$ cat config.mk
export PLATFORM = sky130hd
export DESIGN_NAME = imgproc_cfg_sequencer
export DESIGN_NICKNAME = d
export VERILOG_FILES = /design/src/rtl/imgproc_cfg_sequencer.sv
export SDC_FILE = /design/constraint.sdc
export NUM_CORES = 1
export LEC_CHECK = 0
export CORE_MARGIN = 4
export CORE_UTILIZATION = 53
export CTS_CLUSTER_SIZE = 10
export DETAILED_ROUTE_END_ITERATION = 16
export GPL_TIMING_DRIVEN = 0
export HOLD_SLACK_MARGIN = 0.06
export PLACE_DENSITY = 0.77
export SKIP_CTS_REPAIR_TIMING = 1
export SLEW_MARGIN = 20
export SYNTH_ARGS = -nofsm -noshare
export SYNTH_HDL_FRONTEND = slang
export SYNTH_SLANG_ARGS = --single-unit
$ cat constraint.sdc
create_clock -name clk -period 1.7 [get_ports clk]
set_clock_uncertainty 0.1 [all_clocks]
set_input_delay 0.34 -clock clk [delete_from_list [all_inputs] [get_ports clk]]
set_output_delay 0.34 -clock clk [all_outputs]
set_load 0.005 [all_outputs]
$ cat src/rtl/imgproc_cfg_sequencer.sv
// Frame-synchronous configuration sequencer: the CPU edits a shadow register bank, and only
// the changed registers are copied to the image processor while no frame is in flight.
module imgproc_cfg_sequencer #(
  parameter int NUM_REGS    = 8,
  parameter int DATA_W      = 32,
  parameter int READ_LAT    = 1,
  parameter int STATUS_ADDR = 0
) (
  input  logic              clk,
  input  logic              reset_n,
  input  logic              c_chipselect,
  input  logic              c_read,
  input  logic              c_write,
  input  logic [3:0]        c_address,
  input  logic [DATA_W-1:0] c_writedata,
  output logic [DATA_W-1:0] c_readdata,
  input  logic              mon_valid,
  input  logic              mon_ready,
  input  logic              mon_sop,
  input  logic              mon_eop,
  output logic              m_chipselect,
  output logic              m_read,
  output logic              m_write,
  output logic [2:0]        m_address,
  output logic [DATA_W-1:0] m_writedata,
  input  logic [DATA_W-1:0] m_readdata,
  output logic [15:0]       frame_count,
  output logic              busy,
  output logic              irq
);

  localparam int IDX_W = 3;
  localparam int CNT_W = $clog2(READ_LAT + 1) + 1;

  typedef enum logic [2:0] {
    S_IDLE      = 3'd0,
    S_WAIT_GAP  = 3'd1,
    S_WRITE     = 3'd2,
    S_READ_REQ  = 3'd3,
    S_READ_WAIT = 3'd4
  } state_e;

  state_e              state_q, state_d;
  logic [DATA_W-1:0]   shadow_q [NUM_REGS];
  logic [DATA_W-1:0]   shadow_d [NUM_REGS];
  logic [NUM_REGS-1:0] dirty_q, dirty_d;
  logic                rb_en_q, rb_en_d, irq_en_q, irq_en_d;
  logic                pending_q, pending_d, torn_q, torn_d;
  logic                commit_done_q, commit_done_d, rb_done_q, rb_done_d;
  logic [DATA_W-1:0]   readback_q, readback_d;
  logic [CNT_W-1:0]    rd_cnt_q, rd_cnt_d;
  logic [15:0]         frame_count_q, frame_count_d;
  logic                in_frame_q, in_frame_d, eop_seen_q, eop_seen_d;
  logic                busy_q, busy_d, irq_q, irq_d;
  logic                m_cs_q, m_cs_d, m_read_q, m_read_d, m_write_q, m_write_d;
  logic [IDX_W-1:0]    m_address_q, m_address_d;
  logic [DATA_W-1:0]   m_writedata_q, m_writedata_d;
  logic [DATA_W-1:0]   c_readdata_q, c_readdata_d, rdata_s;
  logic                cpu_wr_s, cpu_rd_s, sop_acc_s, eop_acc_s, any_dirty_s;
  logic [IDX_W-1:0]    wr_idx_s;

  assign cpu_wr_s  = c_chipselect & c_write;
  assign cpu_rd_s  = c_chipselect & c_read;
  assign sop_acc_s = mon_valid & mon_ready & mon_sop;
  assign eop_acc_s = mon_valid & mon_ready & mon_eop;

  // Lowest-index dirty register wins; scanning downward leaves the smallest index last.
  always_comb begin
    any_dirty_s = 1'b0;
    wr_idx_s    = '0;
    for (int i = NUM_REGS - 1; i >= 0; i--) begin
      any_dirty_s = any_dirty_s | dirty_q[i];
      wr_idx_s    = dirty_q[i] ? IDX_W'(i) : wr_idx_s;
    end
  end

  // Frame tracking; an SOP+EOP single-beat frame leaves in_frame clear.
  always_comb begin
    if (eop_acc_s) begin
      in_frame_d = 1'b0;
    end else if (sop_acc_s) begin
      in_frame_d = 1'b1;
    end else begin
      in_frame_d = in_frame_q;
    end
    frame_count_d = eop_acc_s ? frame_count_q + 16'd1 : frame_count_q;
    eop_seen_d    = eop_acc_s;
  end

  // CPU read mux.
  always_comb begin
    case (c_address)
      4'd8:    rdata_s = {{(DATA_W-3){1'b0}}, irq_en_q, rb_en_q, 1'b0};
      4'd9:    rdata_s = {{(DATA_W-5){1'b0}}, rb_done_q, commit_done_q, torn_q, pending_q, busy_q};
      4'd10:   rdata_s = readback_q;
      4'd11:   rdata_s = {{(DATA_W-16){1'b0}}, frame_count_q};
      default: rdata_s = (c_address < 4'(NUM_REGS)) ? shadow_q[c_address[IDX_W-1:0]] : '0;
    endcase
    c_readdata_d = cpu_rd_s ? rdata_s : c_readdata_q;
  end

  // Sequencer FSM plus CPU register updates; ordering encodes set/clear priorities.
  always_comb begin
    state_d       = state_q;
    shadow_d      = shadow_q;
    dirty_d       = dirty_q;
    rb_en_d       = rb_en_q;
    irq_en_d      = irq_en_q;
    pending_d     = pending_q;
    torn_d        = torn_q;
    commit_done_d = commit_done_q;
    rb_done_d     = rb_done_q;
    readback_d    = readback_q;
    rd_cnt_d      = rd_cnt_q;
    m_cs_d        = 1'b0;
    m_read_d      = 1'b0;
    m_write_d     = 1'b0;
    m_address_d   = '0;
    m_writedata_d = '0;

    // Write-1-to-clear first so a same-cycle hardware set survives.
    if (cpu_wr_s && (c_address == 4'd9)) begin
      torn_d        = torn_q & ~c_writedata[2];
      commit_done_d = commit_done_q & ~c_writedata[3];
      rb_done_d     = rb_done_q & ~c_writedata[4];
    end else begin
      torn_d = torn_q;
    end

    case (state_q)
      S_IDLE: begin
        if (pending_q) begin
          state_d = S_WAIT_GAP;
        end else if (eop_seen_q && rb_en_q) begin
          state_d = S_READ_REQ;
        end else begin
          state_d = S_IDLE;
        end
      end
      S_WAIT_GAP: begin
        if (!in_frame_d && !sop_acc_s) begin
          state_d = S_WRITE;
        end else begin
          state_d = S_WAIT_GAP;
        end
      end
      S_WRITE: begin
        if (sop_acc_s) begin
          torn_d  = 1'b1;
          state_d = S_WAIT_GAP;
        end else if (any_dirty_s) begin
          m_cs_d             = 1'b1;
          m_write_d          = 1'b1;
          m_address_d        = wr_idx_s;
          m_writedata_d      = shadow_q[wr_idx_s];
          dirty_d[wr_idx_s]  = 1'b0;
        end else begin
          pending_d     = 1'b0;
          commit_done_d = 1'b1;
          state_d       = S_IDLE;
        end
      end
      S_READ_REQ: begin
        m_cs_d      = 1'b1;
        m_read_d    = 1'b1;
        m_address_d = IDX_W'(STATUS_ADDR);
        rd_cnt_d    = '0;
        state_d     = S_READ_WAIT;
      end
      S_READ_WAIT: begin
        if (rd_cnt_q == CNT_W'(READ_LAT)) begin
          readback_d = m_readdata;
          rb_done_d  = 1'b1;
          state_d    = S_IDLE;
        end else begin
          rd_cnt_d = rd_cnt_q + CNT_W'(1);
        end
      end
      default: begin
        state_d = S_IDLE;
      end
    endcase

    // CPU writes last: a shadow write re-dirties a register issued this same cycle.
    if (cpu_wr_s) begin
      if (c_address < 4'(NUM_REGS)) begin
        shadow_d[c_address[IDX_W-1:0]] = c_writedata;
        dirty_d[c_address[IDX_W-1:0]]  = 1'b1;
      end else if (c_address == 4'd8) begin
        rb_en_d   = c_writedata[1];
        irq_en_d  = c_writedata[2];
        pending_d = pending_d | c_writedata[0];
      end else begin
        pending_d = pending_d;
      end
    end else begin
      pending_d = pending_d;
    end

    busy_d = (state_d != S_IDLE);
    irq_d  = irq_en_q & (commit_done_q | rb_done_q);
  end

  // State and output registers.
  always_ff @(posedge clk or negedge reset_n) begin
    if (!reset_n) begin
      state_q       <= S_IDLE;
      for (int i = 0; i < NUM_REGS; i++) shadow_q[i] <= '0;
      dirty_q       <= '0;
      rb_en_q       <= 1'b0;
      irq_en_q      <= 1'b0;
      pending_q     <= 1'b0;
      torn_q        <= 1'b0;
      commit_done_q <= 1'b0;
      rb_done_q     <= 1'b0;
      readback_q    <= '0;
      rd_cnt_q      <= '0;
      frame_count_q <= 16'd0;
      in_frame_q    <= 1'b0;
      eop_seen_q    <= 1'b0;
      busy_q        <= 1'b0;
      irq_q         <= 1'b0;
      m_cs_q        <= 1'b0;
      m_read_q      <= 1'b0;
      m_write_q     <= 1'b0;
      m_address_q   <= '0;
      m_writedata_q <= '0;
      c_readdata_q  <= '0;
    end else begin
      state_q       <= state_d;
      shadow_q      <= shadow_d;
      dirty_q       <= dirty_d;
      rb_en_q       <= rb_en_d;
      irq_en_q      <= irq_en_d;
      pending_q     <= pending_d;
      torn_q        <= torn_d;
      commit_done_q <= commit_done_d;
      rb_done_q     <= rb_done_d;
      readback_q    <= readback_d;
      rd_cnt_q      <= rd_cnt_d;
      frame_count_q <= frame_count_d;
      in_frame_q    <= in_frame_d;
      eop_seen_q    <= eop_seen_d;
      busy_q        <= busy_d;
      irq_q         <= irq_d;
      m_cs_q        <= m_cs_d;
      m_read_q      <= m_read_d;
      m_write_q     <= m_write_d;
      m_address_q   <= m_address_d;
      m_writedata_q <= m_writedata_d;
      c_readdata_q  <= c_readdata_d;
    end
  end

  assign c_readdata   = c_readdata_q;
  assign m_chipselect = m_cs_q;
  assign m_read       = m_read_q;
  assign m_write      = m_write_q;
  assign m_address    = m_address_q;
  assign m_writedata  = m_writedata_q;
  assign frame_count  = frame_count_q;
  assign busy         = busy_q;
  assign irq          = irq_q;

endmodule

==> results of run 1 <==
==> worst max-delay path, stage by stage, from the launching register on <==
cell	delay [ns]
dfrtp_2	0.45
buf_4	0.17
o21ai_0	0.92
a211oi_1	0.21
nor4b_4	0.42
==> area by class of cell <==
type	count	area share, %
well taps	461	2.21
plain buffers	126	4.51
repair buffers	274	11.4
flip-flops and latches	397	38.2
diodes	1	0.00960
inverters	7	0.110
clock buffers	56	4.68
multi-input cells	1026	38.8
clock inverters	2	0.0528
==> logic make-up (layout without fill, tap and decap cells) <==
kind of cell / count (synthesis) / after routing
multiplexers: 400 / 400
flip-flops: 397 / 397
AND/OR/NAND/NOR: 314 / 314
AO/OA/AOI/OAI: 295 / 295
buffers and inverters: 138 / 465
XOR/XNOR: 15 / 15
adder cells (fa/ha/maj): 2 / 2
other: 0 / 1
==> layout by cell type, fill, tap and decap left out, types with 10 or more instances in the layout <==
cell and count:
mux2i_1 55, clkbuf_1 14, nand3_1 38, o22ai_1 24
dfrtp_2 19, a211oi_2 43, a21oi_1 25, and3_1 97
a211oi_1 53, dlymetal6s2s_1 92, a31o_1 20, clkbuf_4 20
clkbuf_2 16, nor4_2 11, mux2_2 114, buf_6 46
mux2_4 61, o21ai_1 19, dfrtp_1 378, mux4_2 42
a221oi_1 10, buf_12 11, nor4_4 11, mux2_1 115
buf_4 108, clkdlybuf4s50_1 68, mux2i_4 12, nand2_1 48
clkbuf_16 54, nor2_1 39, buf_8 12, o21ai_0 42
==> Yosys cell counts (5+ instances only) <==
master and count:
nor3_1 5, a211oi_1 99, mux2_2 146, inv_1 5
a21oi_1 29, nand2_1 53, nor4_1 30, and3_1 97
o21bai_1 13, buf_2 55, clkbuf_1 68, xor2_1 6
mux2_1 144, a31o_1 28, a221oi_1 11, a31oi_1 8
nand3_1 41, o22ai_1 24, mux4_2 42, xnor2_1 9
dfrtp_1 397, mux2i_1 68, nor2_1 52, nor4b_1 5
o21ai_0 58
==> how the worst min path moves through the flow <==
stage	cells past startpoint	slack [ns]	to
after floorplan	0	-0.06	busy
after global placement	2	0.36	c_readdata[18]
after detailed placement	1	0.20	c_readdata[26]
after CTS	1	-0.37	c_readdata[26]
after global routing	1	-0.35	readback_q[23]
final	1	-0.38	readback_q[23]
==> power by group <==
part | switching, mW | internal (mW)
Sequential | 1.81 | 11.7
Combinational | 11.5 | 8.58
Clock | 3.72 | 4.96
==> metal layers <==
metal	track usage [%]	part of all wire [%]	wire length, µm
met3	9.55	11	7740
met5	0	0.019	13
met4	11.7	4.9	3370
met2	45.3	46	31500
met1	41.1	38	26100
==> sequential cells by signal, indices dropped and copies added (netlist names), 2 cells and up <==
| register | flops |
|---|---|
| state_q | 3 |
| readback_q | 32 |
| m_writedata | 32 |
| c_readdata | 32 |
| rd_cnt_q | 2 |
| m_address | 3 |
| shadow_q | 256 |
| dirty_q | 8 |
| frame_count | 16 |
==> stage by stage <==
stage	power [mW]	utilization (%)	setup TNS, ns	setup slack, ns
after floorplan	21.1	-	-7.68	-0.209
after global placement	26.6	61.2	-6935.45	-16.82
after detailed placement	27.0	61.5	-289.33	-1.55
after CTS	35.7	65.0	-134.00	-1.13
after global routing	43.4	72.9	-24.74	-0.727
final	42.2	72.9	-21.00	-0.713
==> flow_metrics.env, run 1 <==
export IMPL_routed_via_count=16200
export IMPL_place_congestion=0.938
export IMPL_critPathMaxFanout=5
export IMPL_relSlewSlack_pct=20.1
export IMPL_synth_distinct_cells=61
export IMPL_synth_compound_area_share_pct=10.5
export IMPL_synth_xor_area_share_pct=0.680
export IMPL_timing_rr_start="dirty_q[3]"
export IMPL_rsz0062_at_grt="yes"
export IMPL_cp_endpoint="m_writedata[13]"
export IMPL_synthFlopType="dfrtp_1"
export IMPL_row_count=69
export IMPL_drive_gt1_share_pct=35.9
export IMPL_fill_cells=2079
export IMPL_hold_class="primary input to async pin"
export IMPL_multi_input_area_um2=10100
export IMPL_die_w_um=199
export IMPL_fmax_mhz=414
export IMPL_yosys_area_top_type="dfrtp_1"
export IMPL_clk_transition_reported_paths_ns=0.06
export IMPL_worst_setup_path_end_kind="flop"
export IMPL_drc=0
export IMPL_r2r_end="m_writedata[13]"
export IMPL_cts_inserted_buffers=46
export IMPL_async_flop_share_pct=100
export IMPL_tightestPinTransition_ns=1.19
export IMPL_setup_viol=85
export IMPL_drt_iter0_drc=1996
export IMPL_slew_viol_final=0
export IMPL_yosys_warnings=0
export IMPL_area_growth_syn_to_layout_pct=35.0
export IMPL_muxShareOfSynthArea_pct=25.3
export IMPL_core_um2=35700
export IMPL_leakage_nw=12.9
export IMPL_syn_area_per_cell_um2=12.4
export IMPL_power_density_nw_per_um2=1620
export IMPL_clk_path_buf_depth=3
export IMPL_place_inst=2187
export IMPL_yosys_area_share_adder_pct=0.130
export IMPL_num_nets_final=1957
export IMPL_firstDrtPassIters=5
export IMPL_wl_mm=68.7
export IMPL_cts_max_level=2
export IMPL_via_per_inst=6.90
export IMPL_worst_ep_required_time_ns=2.02
export IMPL_crit_path_start_kind="flop"
export IMPL_root_buffer="clkbuf_16"
export IMPL_worst_slack_ns=-0.713
export IMPL_worstSetupStartpoint="dirty_q[3]"
export IMPL_min_period_ns=2.41
export IMPL_r2r_cells=4
export IMPL_regArea_um2=9960
export IMPL_final_cells=2350
export IMPL_drt_wirelength_per_cell_um=29.2
export IMPL_start_util_pct=54.0
export IMPL_hold_worst_slack_ns=-0.380
export IMPL_cts_sinks=397
export IMPL_grt_pass1_vias=15300
export IMPL_syn_cell_area_um2=19300
export IMPL_final_period_utilization_pct=142
export IMPL_cts_tree="done"
export IMPL_grt_overflow_total=0
export IMPL_synth_edf_count=0
export IMPL_synth_top_family_by_area="multiplexers"
export IMPL_grtUsageTotal_pct=30.1
export IMPL_design_area_um2=26100
export IMPL_ant_nets=0
export IMPL_violations="negative hold slack, negative setup slack"
export IMPL_vdd_drop_max_v=0.00126
export IMPL_synth_top_cell_area_share_pct=51.4
export IMPL_status="complete, but fails checks"
export IMPL_place_hpwl_mm=41.1
export IMPL_grt_first_pass_wirelength_mm=91.6
export IMPL_io_pins=165
export IMPL_netlist_instances=1561
export IMPL_finalHoldViolCount=57
export IMPL_drv_cap=0
export IMPL_synth_nets=1640
export IMPL_fp_dieH_um=199
export IMPL_grt_max_degree=102
export IMPL_synth_simple_gate_area_share_pct=8.77
export IMPL_crit_type="flop to flop"
export IMPL_arrival_ns=2.73
export IMPL_insertion_delay_ns=0.56
export IMPL_synth_seq_cells=397
export IMPL_antenna_found_initial=1
export IMPL_ys_seq_area_share_pct=51.4
export IMPL_dieArea_um2=39600
export IMPL_synth_area_leaders="dfrtp_1 (51%), mux2_2 (8.5%), mux2_1 (8.4%)"
export IMPL_place_area_um2=22000
export IMPL_numPortBuffers=161
export IMPL_rrSetupSlack_ns=-0.71
(Power assumes the default switching activity.)
==> run 2, diff against run 1 <==
--- a/config.mk
+++ b/config.mk
@@ -5,6 +5,7 @@
 export SDC_FILE = /design/constraint.sdc
 export NUM_CORES = 1
 export LEC_CHECK = 0
+export CAP_MARGIN = 30
 export CORE_MARGIN = 4
 export CORE_UTILIZATION = 53
 export CTS_CLUSTER_SIZE = 10
==> results of run 2 <==
Final layout, timing and power as in run 1 (identical DEF).
